File: src/rtl/fetch_ctrl_if.sv
// Bus bundle for fetch_ctrl: the instruction-memory request/grant/response
// port and the valid/ready port toward the ID stage.
interface fetch_ctrl_if;
  logic        imem_req;
  logic [31:0] imem_addr;
  logic        imem_gnt;
  logic        imem_rvalid;
  logic [31:0] imem_rdata;
  logic        out_valid;
  logic        out_ready;
  logic [63:0] out_bus;

  // Fetch-controller side.
  modport master (
    output imem_req, imem_addr,
    input  imem_gnt, imem_rvalid, imem_rdata,
    output out_valid, out_bus,
    input  out_ready
  );

  // Memory / ID side.
  modport slave (
    input  imem_req, imem_addr,
    output imem_gnt, imem_rvalid, imem_rdata,
    input  out_valid, out_bus,
    output out_ready
  );
endinterface

File: src/rtl/fetch_ctrl.sv
// Instruction-fetch controller. It owns the fetch PC, keeps at most one
// memory request outstanding, and tags each returned word with its address
// before queueing it for ID. A redirect restarts fetch and squashes all
// stale work, including a response still in flight.
module fetch_ctrl #(
  parameter logic [31:0] RESET_PC  = 32'h1C00_0000,
  parameter int          BUF_DEPTH = 2
) (
  input  logic          clk,
  input  logic          reset,
  input  logic          redirect,
  input  logic [31:0]   redirect_pc,
  fetch_ctrl_if.master  bus
);
  localparam int PTR_W = $clog2(BUF_DEPTH);
  localparam int CNT_W = PTR_W + 1;

  typedef enum logic [1:0] {S_IDLE, S_REQ, S_WAIT} state_t;

  state_t             r_state;
  logic [31:0]        r_fetch_pc;
  logic [31:0]        r_inflight_pc;
  logic               r_discard;
  logic [63:0]        r_buf [BUF_DEPTH];
  logic [PTR_W-1:0]   r_rd_ptr;
  logic [PTR_W-1:0]   r_wr_ptr;
  logic [CNT_W-1:0]   r_count;

  logic               w_pop;
  logic               w_rsp;
  logic               w_push;
  logic [CNT_W-1:0]   w_count_next;
  logic               w_credit;
  logic [31:0]        w_redirect_pc;
  logic               w_unused_pc_lsbs;

  assign w_pop         = bus.out_valid & bus.out_ready;
  assign w_rsp         = (r_state == S_WAIT) & bus.imem_rvalid;
  assign w_push        = w_rsp & ~r_discard;
  assign w_count_next  = r_count + CNT_W'(w_push) - CNT_W'(w_pop);
  // After this cycle's push/pop nothing is in flight in IDLE or leaving WAIT,
  // so the post-update count alone decides whether a new request fits.
  assign w_credit      = (w_count_next < CNT_W'(BUF_DEPTH));
  assign w_redirect_pc = {redirect_pc[31:2], 2'b00};
  assign w_unused_pc_lsbs = ^redirect_pc[1:0];

  assign bus.imem_req  = (r_state == S_REQ);
  assign bus.imem_addr = r_fetch_pc;
  assign bus.out_valid = (r_count != '0);
  assign bus.out_bus   = r_buf[r_rd_ptr];

  // Fetch FSM: PC sequencing, in-flight tracking and stale-response discard.
  // NOTE: sequential state uses non-blocking assignments so every register
  // samples pre-edge values, independent of statement order.
  always_ff @(posedge clk) begin
    if (reset) begin
      r_state       <= S_IDLE;
      r_fetch_pc    <= RESET_PC;
      r_inflight_pc <= RESET_PC;
      r_discard     <= 1'b0;
    end else if (redirect) begin
      r_fetch_pc <= w_redirect_pc;
      case (r_state)
        S_REQ: begin
          if (bus.imem_gnt) begin
            // The old request was accepted anyway; wait out its response.
            r_inflight_pc <= r_fetch_pc;
            r_state       <= S_WAIT;
            r_discard     <= 1'b1;
          end else begin
            r_state <= S_REQ;
          end
        end
        S_WAIT: begin
          if (bus.imem_rvalid) begin
            r_state   <= S_REQ;
            r_discard <= 1'b0;
          end else begin
            r_discard <= 1'b1;
          end
        end
        default: r_state <= S_REQ;
      endcase
    end else begin
      case (r_state)
        S_IDLE: begin
          if (w_credit) r_state <= S_REQ;
        end
        S_REQ: begin
          if (bus.imem_gnt) begin
            r_inflight_pc <= r_fetch_pc;
            r_fetch_pc    <= r_fetch_pc + 32'd4;
            r_state       <= S_WAIT;
          end
        end
        S_WAIT: begin
          if (bus.imem_rvalid) begin
            r_discard <= 1'b0;
            r_state   <= w_credit ? S_REQ : S_IDLE;
          end
        end
        default: r_state <= S_IDLE;
      endcase
    end
  end

  // Instruction buffer: circular FIFO of {pc, inst}, flushed on redirect.
  // NOTE: the storage is reset only because the head must read as zero out
  // of reset; a redirect just rewinds the pointers and leaves data in place.
  always_ff @(posedge clk) begin
    if (reset) begin
      r_rd_ptr <= '0;
      r_wr_ptr <= '0;
      r_count  <= '0;
      for (int i = 0; i < BUF_DEPTH; i++) r_buf[i] <= '0;
    end else if (redirect) begin
      r_rd_ptr <= '0;
      r_wr_ptr <= '0;
      r_count  <= '0;
    end else begin
      if (w_push) begin
        r_buf[r_wr_ptr] <= {r_inflight_pc, bus.imem_rdata};
        r_wr_ptr        <= r_wr_ptr + 1'b1;
      end
      if (w_pop) r_rd_ptr <= r_rd_ptr + 1'b1;
      r_count <= w_count_next;
    end
  end
endmodule

File: src/flat_wrapper.sv
// flat-port wrapper written by rule: the top's interface ports become plain ports
module fetch_ctrl_flat 
#(
  parameter logic [31:0] RESET_PC  = 32'h1C00_0000,
  parameter int          BUF_DEPTH = 2
)
  (clk, reset, redirect, redirect_pc, bus_imem_req, bus_imem_addr, bus_imem_gnt, bus_imem_rvalid, bus_imem_rdata, bus_out_valid, bus_out_bus, bus_out_ready);
  fetch_ctrl_if bus_i ();
  input  logic clk;
  input  logic reset;
  input  logic redirect;
  input  logic [31:0] redirect_pc;
  output wire logic [$bits(bus_i.imem_req)-1:0] bus_imem_req;
  output wire logic [$bits(bus_i.imem_addr)-1:0] bus_imem_addr;
  input wire logic [$bits(bus_i.imem_gnt)-1:0] bus_imem_gnt;
  input wire logic [$bits(bus_i.imem_rvalid)-1:0] bus_imem_rvalid;
  input wire logic [$bits(bus_i.imem_rdata)-1:0] bus_imem_rdata;
  output wire logic [$bits(bus_i.out_valid)-1:0] bus_out_valid;
  output wire logic [$bits(bus_i.out_bus)-1:0] bus_out_bus;
  input wire logic [$bits(bus_i.out_ready)-1:0] bus_out_ready;
  assign bus_imem_req = bus_i.imem_req;
  assign bus_imem_addr = bus_i.imem_addr;
  assign bus_i.imem_gnt = bus_imem_gnt;
  assign bus_i.imem_rvalid = bus_imem_rvalid;
  assign bus_i.imem_rdata = bus_imem_rdata;
  assign bus_out_valid = bus_i.out_valid;
  assign bus_out_bus = bus_i.out_bus;
  assign bus_i.out_ready = bus_out_ready;
  fetch_ctrl #(.RESET_PC(RESET_PC), .BUF_DEPTH(BUF_DEPTH)) u_core (.clk(clk), .reset(reset), .redirect(redirect), .redirect_pc(redirect_pc), .bus(bus_i));
endmodule
File: config.mk
export PLATFORM = sky130hd
export DESIGN_NAME = fetch_ctrl_flat
export DESIGN_NICKNAME = d
export VERILOG_FILES = /design/src/rtl/fetch_ctrl_if.sv /design/src/rtl/fetch_ctrl.sv /design/src/flat_wrapper.sv
export SDC_FILE = /design/constraint.sdc
export NUM_CORES = 1
export LEC_CHECK = 0
export ABC_AREA = 1
export CORE_MARGIN = 2
export CORE_UTILIZATION = 45
export CTS_BUF_LIST = sky130_fd_sc_hd__clkbuf_8
export CTS_CLUSTER_DIAMETER = 150
export DETAILED_ROUTE_END_ITERATION = 16
export DONT_BUFFER_PORTS = 1
export GPL_TIMING_DRIVEN = 0
export SETUP_SLACK_MARGIN = 0.3
export SLEW_MARGIN = 20
export SYNTH_ARGS = -nofsm -noshare
export SYNTH_HDL_FRONTEND = slang
export SYNTH_SLANG_ARGS = --single-unit
File: constraint.sdc
create_clock -name clk -period 5.6 [get_ports clk]
set_input_delay 1.12 -clock clk [delete_from_list [all_inputs] [get_ports clk]]
set_output_delay 1.12 -clock clk [all_outputs]
set_load 0.01 [all_outputs]
; Word level (Yosys, flattened, before mapping)
; Memories as Yosys holds them, arrays and structs flattened. A register that Yosys moved wholly into a read port is not among the register bits.
; Cells that the tools add are included.
[op_classes]
addsub = 5
order_cmp = 1
eq_ne = 6
n_mux = 29
bitwise = 4
reduce_logical = 13
[ops]
columns = operator, count
row1 = 32-bit two-way mux, 3
row2 = 64-bit two-way mux, 1
row3 = 64-bit OR reduction, 1
row4 = "32-bit by 3-bit adder with 32-bit output, second input constant", 1
row5 = 1-bit two-way mux, 16
row6 = 2-bit two-way mux, 6
row7 = 2-bit nonzero test, 6
row8 = "3-bit by 2-bit inequality test with 1-bit output, second input constant", 3
row9 = 2-bit case mux with 3 select lines, 1
row10 = 2-bit case mux with 2 select lines, 1
row11 = 2-bit AND reduction, 2
row12 = 4-bit AND reduction, 1
row13 = 1-bit AND, 3
row14 = 3-bit AND reduction, 1
row15 = "1-bit adder, second input constant", 2
row16 = 2-bit by 1-bit adder with 2-bit output, 1
row17 = "2-bit by 1-bit equality test with 1-bit output, second input constant", 1
row18 = "2-bit equality test, second input constant", 1
row19 = 2-bit logical NOT, 1
row20 = "2-bit < comparator, second input constant", 1
row21 = "2-bit inequality test, second input constant", 1
row22 = 1-bit case mux with 2 select lines, 1
row23 = 2-bit OR reduction, 1
row24 = 2-bit by 1-bit subtractor with 2-bit output, 1
row25 = 1-bit inverter, 1
[word_totals]
register_bits = 71
mem_bits_rw = 128
input_bits = 70
output_inout_bits = 98
wordCells = 67
mem_count = 1
[mem_list]
columns = name, words, word_bits, read_ports, rd_ports_with_merged_regs, write_ports, line
row1 = u_core.r_buf, 2, 64, 1, 1, 2, fetch_ctrl.sv:24  ; logic [63:0] r_buf [BUF_DEPTH];

; Logic depth before layout (Yosys ltp)
[logic_depth]
word_depth = 10
mapped_depth = 14
mapped_depth_nobuf = 14

; Worst setup path after synthesis
; Ideal clock, no wire load.
[synth_timing]
path_kind = in2reg
start = input redirect
end = memory u_core.r_buf[0][0] (enable)
setup_time_ns = 0.421
arrival_ns = 3.283
required_time_ns = 5.179
path_slack_ns = 1.895
cell_stages = 7
n_path_buf = 2
path_cell_list = buf_2 -> nor2_4 -> inv_1 -> nor2_1 -> nand2_2 -> buf_2 -> nand2_1
[synth_rtl]
columns = element, line
row1 = from (decl), flat_wrapper.sv:11  ; input logic redirect;
row2 = to (decl), fetch_ctrl.sv:24

==> results.py <==
metrics = {
    "sta": {
        "maxSlewViolCount": 0,
        "timing.max_slew.rel_slack": 0.500,
        "max_slew.worst_pin.slew_ps": 750,
        "rsz0062_at_grt": "no",
        "max_freq_mhz": 322,
        "layout_min_cycle_time_ps": 3110,
        "setup_violations": 0,
        "hold_slack_ps": 455,
        "final.setup_skew_ps": 15.4,
        "fin_tns_setup_ps": 0,
        "period_share": 0.555,
        "final_hold_violation_count": 0,
    },
    "yosys": {
        "dominant_synthesized_flop_cell": "sky130_fd_sc_hd__edfxtp_1",
        "yosys.area_share.xor_xnor": 0.0130,
        "synth_mux_area_frac": 0.0796,
        "post_synthesis_cell_area_um2": 8780,
        "synth_seq_cells": 192,
        "synthCells": 905,
        "synth_sequential_area_ratio": 0.579,
        "ys_async_sr_fraction": 0,
        "synth-adder-area-share": 0.00998,
        "synth_cell_type_count": 36,
        "synthesis.area_per_instance_um2": 9.70,
        "synth_top_family_by_area": "simple AND/OR/NAND/NOR gates",
        "synth_enable_flop_cells": 124,
        "synth_simple_gate_area_frac": 0.175,
        "yosysWarningCount": 0,
        "synth_compound_gate_area_share": 0.0717,
    },
    "grt": {
        "globalRouteTotalUtil": 0.202,
        "first_global_vias": 5667,
        "grt_start_max_net_pins": 53,
        "grt_antenna_before_repair": 1,
        "globalRoute.totalOverflow": 0,
        "wire_length_of_the_first_global_routing_pass_um": 30900,
    },
    "detailed_routing": {
        "via_count": 6041,
        "number_of_search_and_repair_iterations_in_the_first_detailed_routing_pass": 4,
        "post_drt_wl_per_cell_um": 17.1,
        "post_route_drc_violation_count": 0,
        "totalWireLength_um": 20600,
        "number_of_routed_nets_with_antenna_violations": 0,
        "routed_via_density": 5.00,
        "detailedRoute.firstIterationViolations": 369,
    },
    "power_and_ir_drop": {
        "total_power_mw": 2.71,
        "power-per-cell-area_nw_per_um2": 284,
        "max-vdd-ir-drop_uv": 158,
        "p_leak_nw": 3.70,
    },
    "layout": {
        "areaGrowthSynthToFinish_pct": 8.83,
        "commonest_non_fill_non_tap_cell_in_the_layout": "sky130_fd_sc_hd__nor2_1",
        "final_util": 0.496,
        "fin_cells": 1208,
        "commonest_cells_after_routing_fill_and_taps_aside": "sky130_fd_sc_hd__nor2_1, sky130_fd_sc_hd__nand2_1, sky130_fd_sc_hd__edfxtp_1, sky130_fd_sc_hd__inv_1, sky130_fd_sc_hd__dfxtp_1",
        "drive_above_1_share": 0.162,
        "nNetsFinal": 1006,
    },
    "floorplanning": {
        "std_cell_rows": 51,
        "placeableCoreArea_um2": 19300,
        "design.die.area_um2": 20600,
        "floorplan.die.width_um": 144,
        "boundaryPins": 168,
        "initial_utilization": 0.455,
        "die_h_um": 144,
    },
    "worst_setup_path": {
        "startpoint_type": "register",
        "crit_fanout": 10,
        "max_stage_delay_ps": 430,
        "critical_path.cell_chain": "clkbuf_1, buf_2, mux2_2",
        "critical_path.slowest_cell": "sky130_fd_sc_hd__mux2_2",
        "worst-r2r-setup-slack_ps": 3000,
        "setup.worst_path.end_class": "output pin",
        "required_ps": 4480,
        "cp_data_arrival_time_ps": 1990,
        "cp_top_family": "buffers and inverters",
        "critical_path_class": "register to output pin",
        "cp.buffers_inverters": 2,
    },
    "clock_network": {
        "hold_buffers": 0,
        "clock_transition_at_the_registers_of_the_reported_paths_ps": 90,
        "cts.repair.resized": 0,
        "worstSkewPairLatency_ps": 460,
        "postCtsSetupRepairBufs": 0,
        "number_of_buffers_inserted_during_clock_tree_synthesis": 17,
        "h-tree-depth": 4,
        "cts.root.buffer_cell": "sky130_fd_sc_hd__clkbuf_8",
        "clock_path_buffers": 2,
        "sinks_on_clock_net": 192,
        "cts_tree": "done",
    },
    "placement": {
        "place.gp.congestion": 0.926,
        "port_buffers": 0,
        "placed_cells": 1175,
        "place_hpwl_um": 14700,
    },
    "outcome": {
        "status": "finished clean",
    },
    "hold_path": {
        "hold_path.class": "register to register",
    },
    "job": {
        "drv.max_cap_violation_count": 0,
    },
}
## Yosys cell counts (4+ instances only)
cell	count	share of area
sky130_fd_sc_hd__a21oi_1	51	0.029
sky130_fd_sc_hd__a31oi_1	6	0.0043
sky130_fd_sc_hd__buf_2	23	0.013
sky130_fd_sc_hd__buf_4	6	0.0051
sky130_fd_sc_hd__clkbuf_1	15	0.0064
sky130_fd_sc_hd__dfxtp_1	68	0.16
sky130_fd_sc_hd__edfxtp_1	124	0.42
sky130_fd_sc_hd__ha_1	7	0.010
sky130_fd_sc_hd__inv_1	108	0.046
sky130_fd_sc_hd__mux2_2	62	0.080
sky130_fd_sc_hd__nand2_1	128	0.055
sky130_fd_sc_hd__nand2_2	6	0.0043
sky130_fd_sc_hd__nand3_1	25	0.014
sky130_fd_sc_hd__nand3b_1	4	0.0034
sky130_fd_sc_hd__nand4_1	4	0.0029
sky130_fd_sc_hd__nor2_1	168	0.072
sky130_fd_sc_hd__nor2_2	7	0.0050
sky130_fd_sc_hd__nor2_4	6	0.0077
sky130_fd_sc_hd__nor3_1	4	0.0023
sky130_fd_sc_hd__o21ai_0	50	0.029
sky130_fd_sc_hd__xor2_1	10	0.010
## stage by stage
stage,setup slack (ps),cell area (um2)
after floorplan,1900,8790
after global placement,624,9120
after detailed placement,2440,9190
after CTS,2430,9550
after global routing,2380,9550
final,2490,9550
## worst reg2reg max path: stages, from the launching register on
cell and delay, ps:
sky130_fd_sc_hd__dfxtp_1 340, sky130_fd_sc_hd__inv_1 100, sky130_fd_sc_hd__ha_1 200, sky130_fd_sc_hd__nand2_1 100, sky130_fd_sc_hd__nor2_1 270, sky130_fd_sc_hd__nand3_2 360, sky130_fd_sc_hd__buf_2 330, sky130_fd_sc_hd__nand2_4 240
sky130_fd_sc_hd__buf_16 300
## kinds of logic (layout without fill, tap and decap cells)
group	Yosys count	in the layout
buffers and inverters	153	187
AOI/OAI and AO/OA	118	118
xor gates and xnor gates	13	13
and+or+nand+nor	359	359
other	1	5
adders and majority gates	7	7
DFF	192	192
muxes	62	62
## registers in the layout, summed over array words and instances (netlist names), named ones only
signal                flops
u_core.r_rd_ptr           1
u_core.r_discard          1
u_core.r_inflight_pc     30
u_core.r_state            2
u_core.r_count            2
u_core.bus.imem_addr     30
u_core.r_wr_ptr           1
u_core.r_buf            124
## worst paths after layout
kind | to | startpoint | cells past startpoint
max | bus_out_bus[53] | register | 3
min reg2reg | u_core.r_rd_ptr$_SDFFE_PP0P_ | u_core.r_rd_ptr$_SDFFE_PP0P_ | 1
max reg2reg | u_core.r_buf[1][43]$_SDFFCE_PN0P_ | u_core.r_state[0]$_SDFFE_PP0P_ | 8
min | u_core.r_rd_ptr$_SDFFE_PP0P_ | u_core.r_rd_ptr$_SDFFE_PP0P_ | 1
## where the power goes
part	internal (mW)	switching [mW]
logic	0.0789	0.166
clock network	0.320	0.517
registers	1.57	0.0541
total	1.97	0.737
## layer usage
| layer | up-vias | GRT usage | part of all wire |
|---|---|---|---|
| met5 | - | 0 | 0 |
| met4 | 0 | 0.0810 | 0.029 |
| met1 | 2795 | 0.255 | 0.43 |
| met2 | 199 | 0.327 | 0.47 |
| li1 | 3016 | - | - |
| met3 | 31 | 0.0593 | 0.072 |
## final cells by class
class / count / area, um2
clock inverter: 15 / 125
buffer: 44 / 216
antenna: 1 / 2.50
multi-input combinational: 563 / 3090
clock buffer: 17 / 234
timing repair buffer: 2 / 55.1
sequential: 192 / 5080
inverter: 109 / 409
tap: 265 / 332
fill: 1851 / 9720
Note: power is estimated with default switching activity, not from simulation.
